<file path="src/rtl/nco_bank.sv">
// Bank of time-multiplexed numerically controlled oscillators. A sample_clk_en
// pulse sweeps channels 0..N-1, emitting one registered sample per cycle.
module nco_bank #(
    parameter int NUM_CHANNELS    = 4,
    parameter int PHASE_ACC_WIDTH = 20,
    parameter int OUTPUT_WIDTH    = 16,
    parameter int FNUM_WIDTH      = 10,
    parameter int MULT_WIDTH      = 4,
    parameter int BLOCK_WIDTH     = 3,
    parameter int WS_WIDTH        = 2,
    localparam int CHAN_W = (NUM_CHANNELS > 1) ? $clog2(NUM_CHANNELS) : 1
) (
    input  logic                           clk,
    input  logic                           reset,
    input  logic                           sample_clk_en,
    input  logic                           wr_en,
    input  logic [CHAN_W-1:0]              wr_chan,
    input  logic [FNUM_WIDTH-1:0]          wr_fnum,
    input  logic [MULT_WIDTH-1:0]          wr_mult,
    input  logic [BLOCK_WIDTH-1:0]         wr_block,
    input  logic [WS_WIDTH-1:0]            wr_ws,
    input  logic                           wr_key_on,
    output logic                           out_valid,
    output logic [CHAN_W-1:0]              out_chan,
    output logic signed [OUTPUT_WIDTH-1:0] out_sample,
    output logic                           busy,
    output logic                           overrun
);

    localparam int W      = OUTPUT_WIDTH;
    localparam int PROD_W = FNUM_WIDTH + (1 << BLOCK_WIDTH) + MULT_WIDTH + 1;
    localparam int CALC_W = (PROD_W > PHASE_ACC_WIDTH + 2) ? PROD_W : PHASE_ACC_WIDTH + 2;
    localparam logic [CHAN_W-1:0] LAST_CHAN = CHAN_W'(NUM_CHANNELS - 1);

    logic [FNUM_WIDTH-1:0]      fnum_q  [NUM_CHANNELS];
    logic [FNUM_WIDTH-1:0]      fnum_d  [NUM_CHANNELS];
    logic [MULT_WIDTH-1:0]      mult_q  [NUM_CHANNELS];
    logic [MULT_WIDTH-1:0]      mult_d  [NUM_CHANNELS];
    logic [BLOCK_WIDTH-1:0]     block_q [NUM_CHANNELS];
    logic [BLOCK_WIDTH-1:0]     block_d [NUM_CHANNELS];
    logic [WS_WIDTH-1:0]        ws_q    [NUM_CHANNELS];
    logic [WS_WIDTH-1:0]        ws_d    [NUM_CHANNELS];
    logic                       key_on_q[NUM_CHANNELS];
    logic                       key_on_d[NUM_CHANNELS];
    logic [PHASE_ACC_WIDTH-1:0] acc_q   [NUM_CHANNELS];
    logic [PHASE_ACC_WIDTH-1:0] acc_d   [NUM_CHANNELS];

    logic              busy_q, busy_d;
    logic              overrun_q, overrun_d;
    logic [CHAN_W-1:0] out_chan_q, out_chan_d;
    logic signed [W-1:0] out_sample_q, out_sample_d;

    logic              proc_en;
    logic [CHAN_W-1:0] proc_chan;

    // Full-width product, then drop the two fractional bits and wrap to the accumulator.
    function automatic logic [PHASE_ACC_WIDTH-1:0] phase_inc(
        input logic [FNUM_WIDTH-1:0]  fnum,
        input logic [MULT_WIDTH-1:0]  mult,
        input logic [BLOCK_WIDTH-1:0] blk
    );
        logic [CALC_W-1:0] shifted;
        logic [CALC_W-1:0] m2;
        shifted = CALC_W'(fnum) << blk;
        m2      = (mult == '0) ? CALC_W'(1) : (CALC_W'(mult) << 1);
        return PHASE_ACC_WIDTH'((shifted * m2) >> 2);
    endfunction

    // Subtracting H from a W-bit unsigned value is an MSB flip in two's complement.
    function automatic logic [W-1:0] waveform(
        input logic [W-1:0]        p,
        input logic [WS_WIDTH-1:0] ws
    );
        logic [W-2:0] q;
        logic [W-1:0] r;
        r = '0;
        q = p[W-1] ? ~p[W-2:0] : p[W-2:0];
        if (ws == WS_WIDTH'(0)) begin
            r = {~p[W-1], p[W-2:0]};
        end else if (ws == WS_WIDTH'(1)) begin
            r = p[W-1] ? {1'b1, {(W-2){1'b0}}, 1'b1} : {1'b0, {(W-1){1'b1}}};
        end else if (ws == WS_WIDTH'(2)) begin
            r = {q, 1'b0};
            r[W-1] = ~r[W-1];
        end
        return r;
    endfunction

    always_comb begin
        fnum_d       = fnum_q;
        mult_d       = mult_q;
        block_d      = block_q;
        ws_d         = ws_q;
        key_on_d     = key_on_q;
        acc_d        = acc_q;
        out_chan_d   = '0;
        out_sample_d = '0;
        overrun_d    = overrun_q | (sample_clk_en & busy_q);
        proc_en      = 1'b0;
        proc_chan    = '0;

        if (sample_clk_en && !busy_q) begin
            proc_en = 1'b1;
        end else if (busy_q && out_chan_q != LAST_CHAN) begin
            proc_en   = 1'b1;
            proc_chan = out_chan_q + 1'b1;
        end
        busy_d = proc_en;

        for (int unsigned i = 0; i < NUM_CHANNELS; i++) begin
            if (!key_on_q[i]) begin
                acc_d[i] = '0;
            end
        end

        // The sample and accumulator step use pre-edge fields, so a coincident write only affects later sweeps.
        if (proc_en && key_on_q[proc_chan]) begin
            out_sample_d     = waveform(acc_q[proc_chan][PHASE_ACC_WIDTH-1 -: W], ws_q[proc_chan]);
            acc_d[proc_chan] = acc_q[proc_chan]
                             + phase_inc(fnum_q[proc_chan], mult_q[proc_chan], block_q[proc_chan]);
        end
        if (proc_en) begin
            out_chan_d = proc_chan;
        end

        for (int unsigned i = 0; i < NUM_CHANNELS; i++) begin
            if (wr_en && wr_chan == CHAN_W'(i)) begin
                fnum_d[i]   = wr_fnum;
                mult_d[i]   = wr_mult;
                block_d[i]  = wr_block;
                ws_d[i]     = wr_ws;
                key_on_d[i] = wr_key_on;
            end
        end
    end

    always_ff @(posedge clk) begin
        if (reset) begin
            fnum_q       <= '{default: '0};
            mult_q       <= '{default: '0};
            block_q      <= '{default: '0};
            ws_q         <= '{default: '0};
            key_on_q     <= '{default: 1'b0};
            acc_q        <= '{default: '0};
            busy_q       <= 1'b0;
            overrun_q    <= 1'b0;
            out_chan_q   <= '0;
            out_sample_q <= '0;
        end else begin
            fnum_q       <= fnum_d;
            mult_q       <= mult_d;
            block_q      <= block_d;
            ws_q         <= ws_d;
            key_on_q     <= key_on_d;
            acc_q        <= acc_d;
            busy_q       <= busy_d;
            overrun_q    <= overrun_d;
            out_chan_q   <= out_chan_d;
            out_sample_q <= out_sample_d;
        end
    end

    assign busy       = busy_q;
    assign out_valid  = busy_q;
    assign out_chan   = out_chan_q;
    assign out_sample = out_sample_q;
    assign overrun    = overrun_q;

endmodule

</file>
<file path="config.mk">
export PLATFORM = sky130hd
export DESIGN_NAME = nco_bank
export DESIGN_NICKNAME = d
export VERILOG_FILES = /design/src/rtl/nco_bank.sv
export SDC_FILE = /design/constraint.sdc
export NUM_CORES = 1
export LEC_CHECK = 0
export CORE_ASPECT_RATIO = 1.2
export CORE_MARGIN = 10
export CORE_UTILIZATION = 48
export DETAILED_ROUTE_END_ITERATION = 16
export PLACE_DENSITY_LB_ADDON = 0.2
export SYNTH_ARGS = -nofsm -noshare
export SYNTH_HDL_FRONTEND = slang
export SYNTH_SLANG_ARGS = --single-unit
export TNS_END_PERCENT = 5
</file>
<file path="constraint.sdc">
create_clock -name clk -period 7.2 [get_ports clk]
set_input_delay 2.16 -clock clk [delete_from_list [all_inputs] [get_ports clk]]
set_output_delay 2.16 -clock clk [all_outputs]
set_load 0.01 [all_outputs]
</file>
# Yosys cells after proc, flatten, opt, wreduce, memory -nomap -nowiden
# Index checks and enable logic that the tools add are counted.
# word_totals
in_bits,26
ff_bits,180
elab_cells,98
out_inout_bits,21
# op_classes
shift,1
n_addsub,2
n_lt_le_gt_ge,2
n_reduce_logical,14
mux,36
mul,1
n_eq_ne,6
bitwise_logic,8
# ops
operator,count
$mux W20,7
$bwmux W80,1
$mux W80,1
$mux W16,4
$bmux W20 S2,1
$demux W20 S2,1
$mul A23 B5 Y22,1
$shl A10 B3 Y23,1
$add A20 B20 Y20,1
$bmux W10 S2,1
$mux W10,2
$mux W15,1
$not A15 Y15,1
$bmux W4 S2,1
$logic_and A1 B1 Y1,8
$mux W2,4
$mux W4,2
$bmux W3 S2,1
$eq A2 B2 Y1 const B,3
$mux W3,2
$mux W5,1
$bmux W2 S2,1
$eq A2 B1 Y1 const B,2
$logic_not A2 Y1,2
13 further kinds,20

# Logic depth before layout (Yosys ltp)
# Gate-level depths: netlist of the first run.
# depth
word_depth,14
mapped_depth,35

# Worst setup path after synthesis of the first run
# No wires, ideal clock.
# synth_path
kind,flip-flop to flip-flop
start,register out_chan_q[0] (netlist: out_chan[0])
end,register acc_q[39] (netlist name)
path_buffers,2
path_stages_with_launch,34
setup_slack_ns,0.001
arrival_time_ns,7.066
required_time_ns,7.067
path_cell_list,dfxtp_1 > ha_1 > or2_1 > buf_6 > a2bb2oi_2 > o22ai_4 > buf_6 > mux2i_1 > mux2i_1 > mux2_2 > nor2_1 > fa_1 > fa_1 > inv_1 > fa_1 > inv_1 > ha_1 > a21o_1 > a21o_1 > a31o_2 > or3_1 > a21oi_1 > o21bai_1 > a21oi_1 > xnor2_1 > ha_1 > nand4_1 > nor2_1 > a211oi_1 > nand2_1 > o21a_1 > or3_4 > nand3_1 > a21oi_1
# synth_via
elab_chain_cells,14
word_cells_on_any_way,36
# synth_rtl
item,line,rtl
start: declaration,50,"logic [CHAN_W-1:0] out_chan_q, out_chan_d;"
start signal: assignment,158,out_chan_q <= out_chan_d;
branches (longest 13 deep; another with $mul A23 B5 Y22),n/a,
$mux W80 (*),117,if (proc_en && key_on_q[proc_chan]) begin
end signal: assignment,144,acc_q <= '{default: '0};
end signal: assignment,155,acc_q <= acc_d;
end: declaration,45,logic [PHASE_ACC_WIDTH-1:0] acc_q [NUM_CHANNELS];
# Mark *: on every way between the ends. The select of a mux whose other input is x is not followed.
# A chain may end at the register's enable or synchronous reset.

# Worst setup path after layout of the first run
# layout_path
start,register out_chan_q[1] (netlist: out_chan[1])
end,register acc_q[19] (netlist name)
# Same word-level chain as after synthesis.

==> results of run 1 <==
-- timing repair --
item,in CTS,in global routing
setup buffers,12,12
gates resized for setup,48,78
hold buffers,0,0
endpoints found under the setup margin,24,42
pin swaps,19,49
-- state kept, by name, summed over array words and instances, names as in the netlist --
name and count:
busy 1, out_sample 16, overrun 1, mult_q 16, ws_q 8, key_on_q 4
block_q 12, fnum_q 40, out_chan 2, acc_q 80
-- worst max-delay path: cells and delay by family (launching register included) --
family                     cells  cell delay, ps
buffers and inverters          4             400
AOI/OAI and AO/OA             11            1930
xor gates and xnor gates       1             140
muxes                          2             500
DFF                            1             340
adders and majority gates      6            2230
and+or+nand+nor                8            1480
-- synthesized netlist by cell type (24+ instances only) --
library cell / instances
xnor2_1: 35
dfxtp_1: 180
ha_1: 51
nand2_1: 320
fa_1: 46
o22ai_1: 52
mux2i_1: 36
nand3_1: 27
a21oi_1: 212
clkbuf_1: 60
mux2_2: 24
inv_1: 80
nor2_1: 134
o21ai_0: 36
-- power groups by stage --
stage          Sequential, mW  Combinational [mW]  Clock (mW)
2_1_floorplan            1.05               0.531           0
3_3_place_gp             1.05               0.810           0
3_5_place_dp             1.05               0.821           0
4_1_cts                  1.03               0.879       0.928
5_1_grt                  1.03                1.03       0.971
6_report                 1.03               0.944       0.920
-- per-layer routing --
metal	vias to the layer above	share of wire, %
met5	-	0
met4	0	3.5
met3	70	4.0
met2	264	52
met1	5084	41
li1	5348	-
-- kinds of logic after synthesis --
kind of cell	synth area share, %
compound gates	20.3
xor+xnor	3.60
fa+ha+maj	13.4
buf+inv	6.18
flops	31.0
mux	5.61
other cells	0.0322
simple gates	19.9
-- worst paths after layout --
path	end	slack, ps	depth (start not counted)	from
hold / removal	acc_q[31]$_SDFF_PP0_	450	2	acc_q[31]$_SDFF_PP0_
setup reg to reg	acc_q[19]$_SDFF_PP0_	9	32	out_chan[1]$_SDFF_PP0_
hold reg to reg	acc_q[31]$_SDFF_PP0_	450	2	acc_q[31]$_SDFF_PP0_
setup / recovery	acc_q[19]$_SDFF_PP0_	9	32	out_chan[1]$_SDFF_PP0_
-- area by class of cell --
class	count	share of cell area (%)
multi-input combinational	1155	54.7
sequential	180	25.1
timing repair buffer	190	11.3
clock buffer	17	2.96
tap	320	2.78
inverter	80	2.10
clock inverter	15	1.06
-- stage by stage --
| stage | setup WS, ps | setup TNS (ps) |
|---|---|---|
| after floorplan | 1.21 | 0 |
| after global placement | -39.4 | -122 |
| after detailed placement | -270 | -1220 |
| after CTS | 55.0 | 0 |
| after global routing | -273 | -3400 |
| final | 9.26 | 0 |
-- placed cells by master (no fill, tap or decap), drive strengths merged, types with 36 or more instances in the layout --
cell	count
xnor2	36
o22ai	55
dfxtp	180
ha	51
a21oi	215
clkdlybuf4s50	45
nor2	134
inv	89
buf	145
mux2i	37
fa	46
nand2	320
o21ai	43
==> impl_metrics.json, run 1 <==
{
  "dieHeight_um": 191,
  "vias": 10766,
  "cts_root_buffer": "clkbuf_16",
  "ant_nets": 0,
  "layout.core_utilization_pct": 60.2,
  "cp.arrival_ps": 7470,
  "drc": 0,
  "end_kind": "register",
  "p_switching_mw": 1.01,
  "hold_ws_ps": 453,
  "syn_avg_cell_area_um2": 7.73,
  "netlist.top_cell.by_area": "dfxtp_1",
  "grt_pass1_wl_um": 53800,
  "multi_input_area_um2": 7880,
  "total_power_mw": 2.89,
  "gr-usage-met2_pct": 39.2,
  "syn_nets": 1628,
  "setup_violations": 0,
  "cts_buffers": 17,
  "required_ps": 7480,
  "grt_busiest_layer": "met2",
  "placed_cells": 1901,
  "status": "complete, no violations",
  "synth_async_sr_flop_share_pct": 0,
  "h-tree-depth": 4,
  "grt_start_max_net_pins": 90,
  "seqPwrFrac_pct": 35.5,
  "coreArea_um2": 23900,
  "hpwl_um": 23500,
  "netlist_instances": 1505,
  "cp-start-kind": "register",
  "finalCritPeriodShare_pct": 99.9,
  "instances_no_fill": 1957,
  "max_freq_mhz": 139,
  "pwr-share-clk_pct": 31.8,
  "tightest_slew_ps": 1070,
  "globalRoute.totalOverflow": 0,
  "slew_headroom_pct": 28.6,
  "comb_power_share_pct": 32.7,
  "rsz0062_at_grt": "true",
  "slowest_stage": "fa_1",
  "critPathMostFrequentCell": "fa_1",
  "final_cell_area_um2": 14400,
  "wire_per_inst_um": 17.2,
  "ys_ff_latch": 180,
  "slew_viol_final": 0,
  "ff_latch_area_um2": 3610,
  "n_fill_cell": 2181,
  "powerDensity_nw_per_um2": 201,
  "synth_area_leaders": "dfxtp_1 (31%), nand2_1 (10%), a21oi_1 (9.1%)",
  "diodes": 0,
  "cts_tree": "yes",
  "gp_congestion": 0.908,
  "hold_viol": 0,
  "fin_skew_ps": 10.5,
  "die_area_um2": 30900,
  "crit_path_max_fanout": 12,
  "internal_power_mw": 1.88,
  "grt_use_met3_pct": 2.63,
  "die_w_um": 162,
  "synth_flop_cell": "dfxtp_1",
  "max_stage_delay_ps": 530,
  "grt_usage_pct": 21.2,
  "yosysSeqAreaShare_pct": 31.0,
  "io_buffer_count": 46,
  "synth_edf_count": 0,
  "synth_cell_types": 67,
  "grt.met1_usage_pct": 24.2,
  "drt-total-wl_um": 33600,
  "num_io_pins": 47,
  "synth.cell_area_um2": 11600,
  "grt_pass1_vias": 10633,
  "clock_path_buffers": 2,
  "ys_warn_count": 0,
  "post_dp_cell_area_um2": 13000,
  "ir_drop_v": 0.000154,
  "antenna_found_initial": 0,
  "drive_above_1_share_pct": 19.2,
  "p_leak_nw": 5.72,
  "vias_per_cell": 5.50,
  "maxCapViolCount": 0,
  "crit_type": "reg -> reg",
  "insertion_delay_ps": 430,
  "fp-row-count": 62,
  "swShare_pct": 35.0,
  "synth_top_area_share_pct": 31.0,
  "fin_nets": 1747,
  "cts.sinks": 180,
  "cts.clk_slew.worst_paths_ps": 70,
  "hp-class": "reg -> reg",
  "start_util_pct": 48.7,
  "drtIter0Drc": 584,
  "min_period_ps": 7190,
  "syn2layout_area_growth_pct": 23.7,
  "drt_first_pass_iters": 5
}
Power figures use the tool's default switching activity.
==> run 2: changes to the inputs <==
--- a/config.mk
+++ b/config.mk
@@ -8,8 +8,10 @@
 export CORE_ASPECT_RATIO = 1.2
 export CORE_MARGIN = 10
 export CORE_UTILIZATION = 48
+export CTS_BUF_LIST = sky130_fd_sc_hd__clkbuf_16
 export DETAILED_ROUTE_END_ITERATION = 16
 export PLACE_DENSITY_LB_ADDON = 0.2
+export SETUP_SLACK_MARGIN = 0.02
 export SYNTH_ARGS = -nofsm -noshare
 export SYNTH_HDL_FRONTEND = slang
 export SYNTH_SLANG_ARGS = --single-unit
==> run 2 against run 1 <==
  * The flow now finishes with violations (negative setup slack)
  * Non-clock buffer count down 10
  * Critical endpoint is now acc_q[39]$_SDFF_PP0_
  * Routed wire length is 0.26% lower
  * Hold slack hardly changed
  * Clock power is 2% higher
  * Critical path depth up 1
  * Die area stayed put
  * Sequential share of layout area increased by 0.14 points
  * Largest power group unchanged
  * Combinational power shrank 2%
  * Sequential power barely moved
  * Largest cell class unchanged
  * Final area decreased by 0.61%
==> impl_metrics.json, run 2 (synthesis results as in run 1) <==
{
  "globalRoute.totalOverflow": 0,
  "tns_ps": -39.9,
  "crit_type": "reg -> reg",
  "cts_buffers": 17,
  "gp_congestion": 0.909,
  "die_area_um2": 30900,
  "clock_path_buffers": 2,
  "io_buffer_count": 46,
  "drt_first_pass_iters": 6,
  "grt_usage_pct": 21.4,
  "fin_ws_ps": -23.6,
  "cp-start-kind": "register",
  "coreArea_um2": 23900,
  "drive_above_1_share_pct": 18.5,
  "met1_length_um": 13700,
  "highest_layer": "met4",
  "route.met3.wl_um": 1460,
  "hp-class": "reg -> reg",
  "wire_per_inst_um": 17.2,
  "final_common_cell": "nand2_1",
  "hold_viol": 0,
  "violations": "negative setup slack",
  "status": "finished, violations left",
  "final_cell_area_um2": 14300,
  "grt_start_max_net_pins": 72,
  "start_util_pct": 48.7,
  "grt_pass1_vias": 10761,
  "tightest_slew_ps": 1080,
  "cts.clk_slew.worst_paths_ps": 70,
  "drtIter0Drc": 689,
  "antenna_found_initial": 0,
  "maxCapViolCount": 0,
  "grt_pass1_wl_um": 54600,
  "dr_wl_met2_um": 16900,
  "min_period_ps": 7220,
  "drt-total-wl_um": 33500,
  "ir_drop_v": 0.000164,
  "dieHeight_um": 191,
  "ant_nets": 0,
  "cts_root_buffer": "clkbuf_16",
  "largestRegisters": "acc_q: 80 flops, fnum_q: 40 flops",
  "cts_tree": "yes",
  "fin_nets": 1737,
  "cp.arrival_ps": 7500,
  "max_freq_mhz": 138,
  "layout.core_utilization_pct": 59.9,
  "required_ps": 7470,
  "slew_headroom_pct": 28.3,
  "rsz0062_at_grt": "true",
  "fp-row-count": 62,
  "setup_violations": 2,
  "die_w_um": 162,
  "vias": 10792,
  "vias_per_cell": 5.54,
  "post_dp_cell_area_um2": 12900,
  "p_leak_nw": 5.70,
  "syn2layout_area_growth_pct": 22.9,
  "powerDensity_nw_per_um2": 202,
  "num_io_pins": 47,
  "total_power_mw": 2.89,
  "end_kind": "register",
  "h-tree-depth": 4,
  "regMostFlops": "acc_q",
  "slowest_stage": "fa_1",
  "drc": 0,
  "max_stage_delay_ps": 490,
  "diodes": 0,
  "largest_reg_flops": 80,
  "fin_skew_ps": 16.8,
  "crit_path_max_fanout": 9,
  "cts.sinks": 180,
  "insertion_delay_ps": 440,
  "slew_viol_final": 0,
  "placed_cells": 1887,
  "finalCritPeriodShare_pct": 100,
  "hpwl_um": 23500,
  "final_cell_mix": "nand2_1 (320), a21oi_1 (199), dfxtp_1 (178)",
  "instances_no_fill": 1947
}
[run 2: cell count changes in the layout (fill, tap and decap cells not counted), sizes merged]
cell	previous run	this run
buf	145	135
bufinv	0	1
inv	89	88
[run 2: timing repair]
action,in CTS,in global routing
hold endpoints to repair,0,0
gates cloned,0,0
pin swaps,17,45
setup buffers,15,13
resized for setup,35,82
hold buffers,0,0
setup endpoints to repair,24,40
[run 2: report_power, final]
| group | switching (mW) | internal (mW) |
|---|---|---|
| Clock | 0.445 | 0.494 |
| Sequential | 0.0128 | 1.01 |
| Combinational | 0.540 | 0.387 |
[run 2: final timing paths]
path                     startpoint  cells past startpoint              endpoint  slack, ps
max          out_chan[1]$_SDFF_PP0_                     33  acc_q[39]$_SDFF_PP0_        -20
min            acc_q[10]$_SDFF_PP0_                      2  acc_q[10]$_SDFF_PP0_        450
max reg2reg  out_chan[1]$_SDFF_PP0_                     33  acc_q[39]$_SDFF_PP0_        -20
min reg2reg    acc_q[10]$_SDFF_PP0_                      2  acc_q[10]$_SDFF_PP0_        450
[run 2: stage by stage]
stage               hold WS [ps]  setup slack, ps
finish                       453            -23.6
global placement             439             -101
detailed placement           446             -193
CTS                          456             16.4
floorplan                    425             28.4
global route                 471             -347
[run 2: layer usage]
layer	up-vias	track usage (%)
li1	5316	-
met1	5080	24.5
met2	305	38.6
met3	91	2.51
met4	0	10.5
met5	-	0
[run 2: cell type report]
| class | count | area, um^2 |
|---|---|---|
| multi-input cells | 1155 | 7830 |
| repair buffers | 180 | 1570 |
| flip-flops and latches | 180 | 3610 |
| inverters | 80 | 300 |
| clock buffers | 17 | 425 |
| well taps | 320 | 400 |
| fillers | 2170 | 9590 |
| clock inverters | 15 | 168 |
[run 2: critical path: cells and delay by family (launching register included)]
| family | cells | cell delay, ps |
|---|---|---|
| buffers and inverters | 5 | 550 |
| multiplexers | 2 | 410 |
| flip-flops | 1 | 340 |
| adder cells (fa/ha/maj) | 6 | 2290 |
| XOR/XNOR | 1 | 130 |
| AND/OR/NAND/NOR | 9 | 1530 |
| AO/OA/AOI/OAI | 10 | 1800 |
==> run 3: changes to the inputs <==
--- a/config.mk
+++ b/config.mk
@@ -7,7 +7,7 @@
 export LEC_CHECK = 0
 export CORE_ASPECT_RATIO = 1.2
 export CORE_MARGIN = 10
-export CORE_UTILIZATION = 48
+export CORE_UTILIZATION = 45
 export CTS_BUF_LIST = sky130_fd_sc_hd__clkbuf_16
 export DETAILED_ROUTE_END_ITERATION = 16
 export PLACE_DENSITY_LB_ADDON = 0.2
==> run 3 against run 2 <==
  * The flow now finishes without violations
  * Critical path depth up 1
  * Hold slack better by 2.1 ps
  * Maximum frequency increased by 1.7%
  * Clock power about the same
  * Flip-flop and latch count unchanged
  * Critical path type unchanged
==> impl_metrics.json, run 3 (synthesis results as in run 1) <==
{
  "max_freq_mhz": 141,
  "status": "complete, no violations",
  "setup_violations": 0,
  "h-tree-depth": 4,
  "dieHeight_um": 196,
  "total_power_mw": 2.86,
  "drt_first_pass_iters": 6,
  "die_w_um": 167,
  "end_kind": "register",
  "io_buffer_count": 46,
  "finalCritPeriodShare_pct": 98.6,
  "tightest_slew_ps": 1150,
  "globalRoute.totalOverflow": 0,
  "gp_congestion": 0.885,
  "grt_usage_pct": 19.2,
  "max_stage_delay_ps": 490,
  "cts_buffers": 17,
  "required_ps": 7480,
  "final_common_cell": "nand2_1",
  "drtIter0Drc": 578,
  "hp-class": "reg -> reg",
  "slew_headroom_pct": 23.3,
  "coreArea_um2": 25500,
  "grt_pass1_vias": 10326,
  "crit_path_max_fanout": 12,
  "cp.arrival_ps": 7390,
  "syn2layout_area_growth_pct": 21.9,
  "placed_cells": 1905,
  "largestRegisters": "acc_q: 80 flops, fnum_q: 40 flops",
  "ant_nets": 0,
  "cts_tree": "yes",
  "slew_viol_final": 0,
  "start_util_pct": 45.7,
  "p_leak_nw": 5.60,
  "num_io_pins": 47,
  "fin_nets": 1728,
  "ir_drop_v": 0.000180,
  "min_period_ps": 7100,
  "hpwl_um": 23300,
  "maxCapViolCount": 0,
  "vias": 10531,
  "slowest_stage": "fa_1",
  "n_fill_cell": 2379,
  "rsz0062_at_grt": "true",
  "cts.clk_slew.worst_paths_ps": 70,
  "grt_pass1_wl_um": 52500,
  "cts.sinks": 180,
  "die_area_um2": 32700,
  "vias_per_cell": 5.41,
  "instances_no_fill": 1948,
  "powerDensity_nw_per_um2": 202,
  "cp-start-kind": "register",
  "diodes": 0,
  "fin_skew_ps": 13.1,
  "insertion_delay_ps": 440,
  "final_cell_mix": "nand2_1 (319), a21oi_1 (203), dfxtp_1 (178)",
  "fp-row-count": 64,
  "largest_reg_flops": 80,
  "clock_path_buffers": 2,
  "wire_per_inst_um": 16.8,
  "drc": 0,
  "hold_viol": 0,
  "crit_type": "reg -> reg",
  "grt_start_max_net_pins": 88,
  "cts_hold_buf": 0,
  "antenna_found_initial": 0,
  "regMostFlops": "acc_q",
  "drt-total-wl_um": 32800,
  "drive_above_1_share_pct": 18.3,
  "cts_root_buffer": "clkbuf_16"
}
==> run 3: what timing repair did <==
| item | 4_1_cts | 5_1_grt |
|---|---|---|
| setup endpoints to repair | 23 | 40 |
| resized for setup | 32 | 77 |
| pin swaps | 16 | 41 |
| cloned | 0 | 0 |
| setup buffers | 4 | 7 |
==> run 3: layer usage <==
| metal | track usage (%) | vias up | part of all wire, % |
|---|---|---|---|
| met3 | 2.72 | 58 | 4.1 |
| li1 | - | 5303 | - |
| met4 | 8.37 | 0 | 3.2 |
| met2 | 35.3 | 220 | 51 |
| met5 | 0 | - | 0 |
| met1 | 21.5 | 4950 | 41 |
==> run 3: cell type report <==
cell class              count  area (um^2)  area share (%)
well taps                 330          413            2.91
inverters                  80          300            2.12
clock inverters            15          165            1.16
flip-flops and latches    180         3610            25.4
repair buffers            171         1450            10.2
clock buffers              17          425            3.00
multi-input cells        1155         7820            55.2
==> run 3: final timing paths <==
kind	startpoint	to	slack [ps]	cells after the start
worst max-delay path	out_chan[0]$_SDFF_PP0_	acc_q[19]$_SDFF_PP0_	100	34
worst min-delay path	fnum_q[8]$_SDFFE_PP0P_	fnum_q[8]$_SDFFE_PP0P_	450	2
worst max register to register	out_chan[0]$_SDFF_PP0_	acc_q[19]$_SDFF_PP0_	100	34
worst min register to register	fnum_q[8]$_SDFFE_PP0P_	fnum_q[8]$_SDFFE_PP0P_	450	2
==> run 3: critical path: cells and delay by family, from the launching register on <==
| family | cells | cell delay, ps |
|---|---|---|
| and+or+nand+nor | 8 | 1030 |
| AOI/OAI and AO/OA | 10 | 1930 |
| adders and majority gates | 5 | 1900 |
| buffers and inverters | 6 | 750 |
| xor gates and xnor gates | 1 | 160 |
| muxes | 4 | 780 |
| DFF | 1 | 370 |
==> run 3: through the flow <==
stage / utilization (%) / setup slack, ps / instance area, um^2 / hold WS, ps / TNS (ps)
global placement: 51.0 / -115 / 13000 / 439 / -392
CTS: 54.0 / 4.94 / 13800 / 457 / 0
detailed placement: 51.0 / -226 / 13000 / 446 / -1020
floorplan: - / 28.4 / 11600 / 425 / 0
global route: 55.7 / -261 / 14200 / 470 / -4260
finish: 55.7 / 99.3 / 14200 / 455 / 0
==> run 3: power by group <==
group / total (mW) / internal, mW / switching, mW
combinational: 0.902 / 0.377 / 0.525
sequential: 1.03 / 1.01 / 0.0123
clock: 0.936 / 0.466 / 0.470
total: 2.86 / 1.86 / 1.01
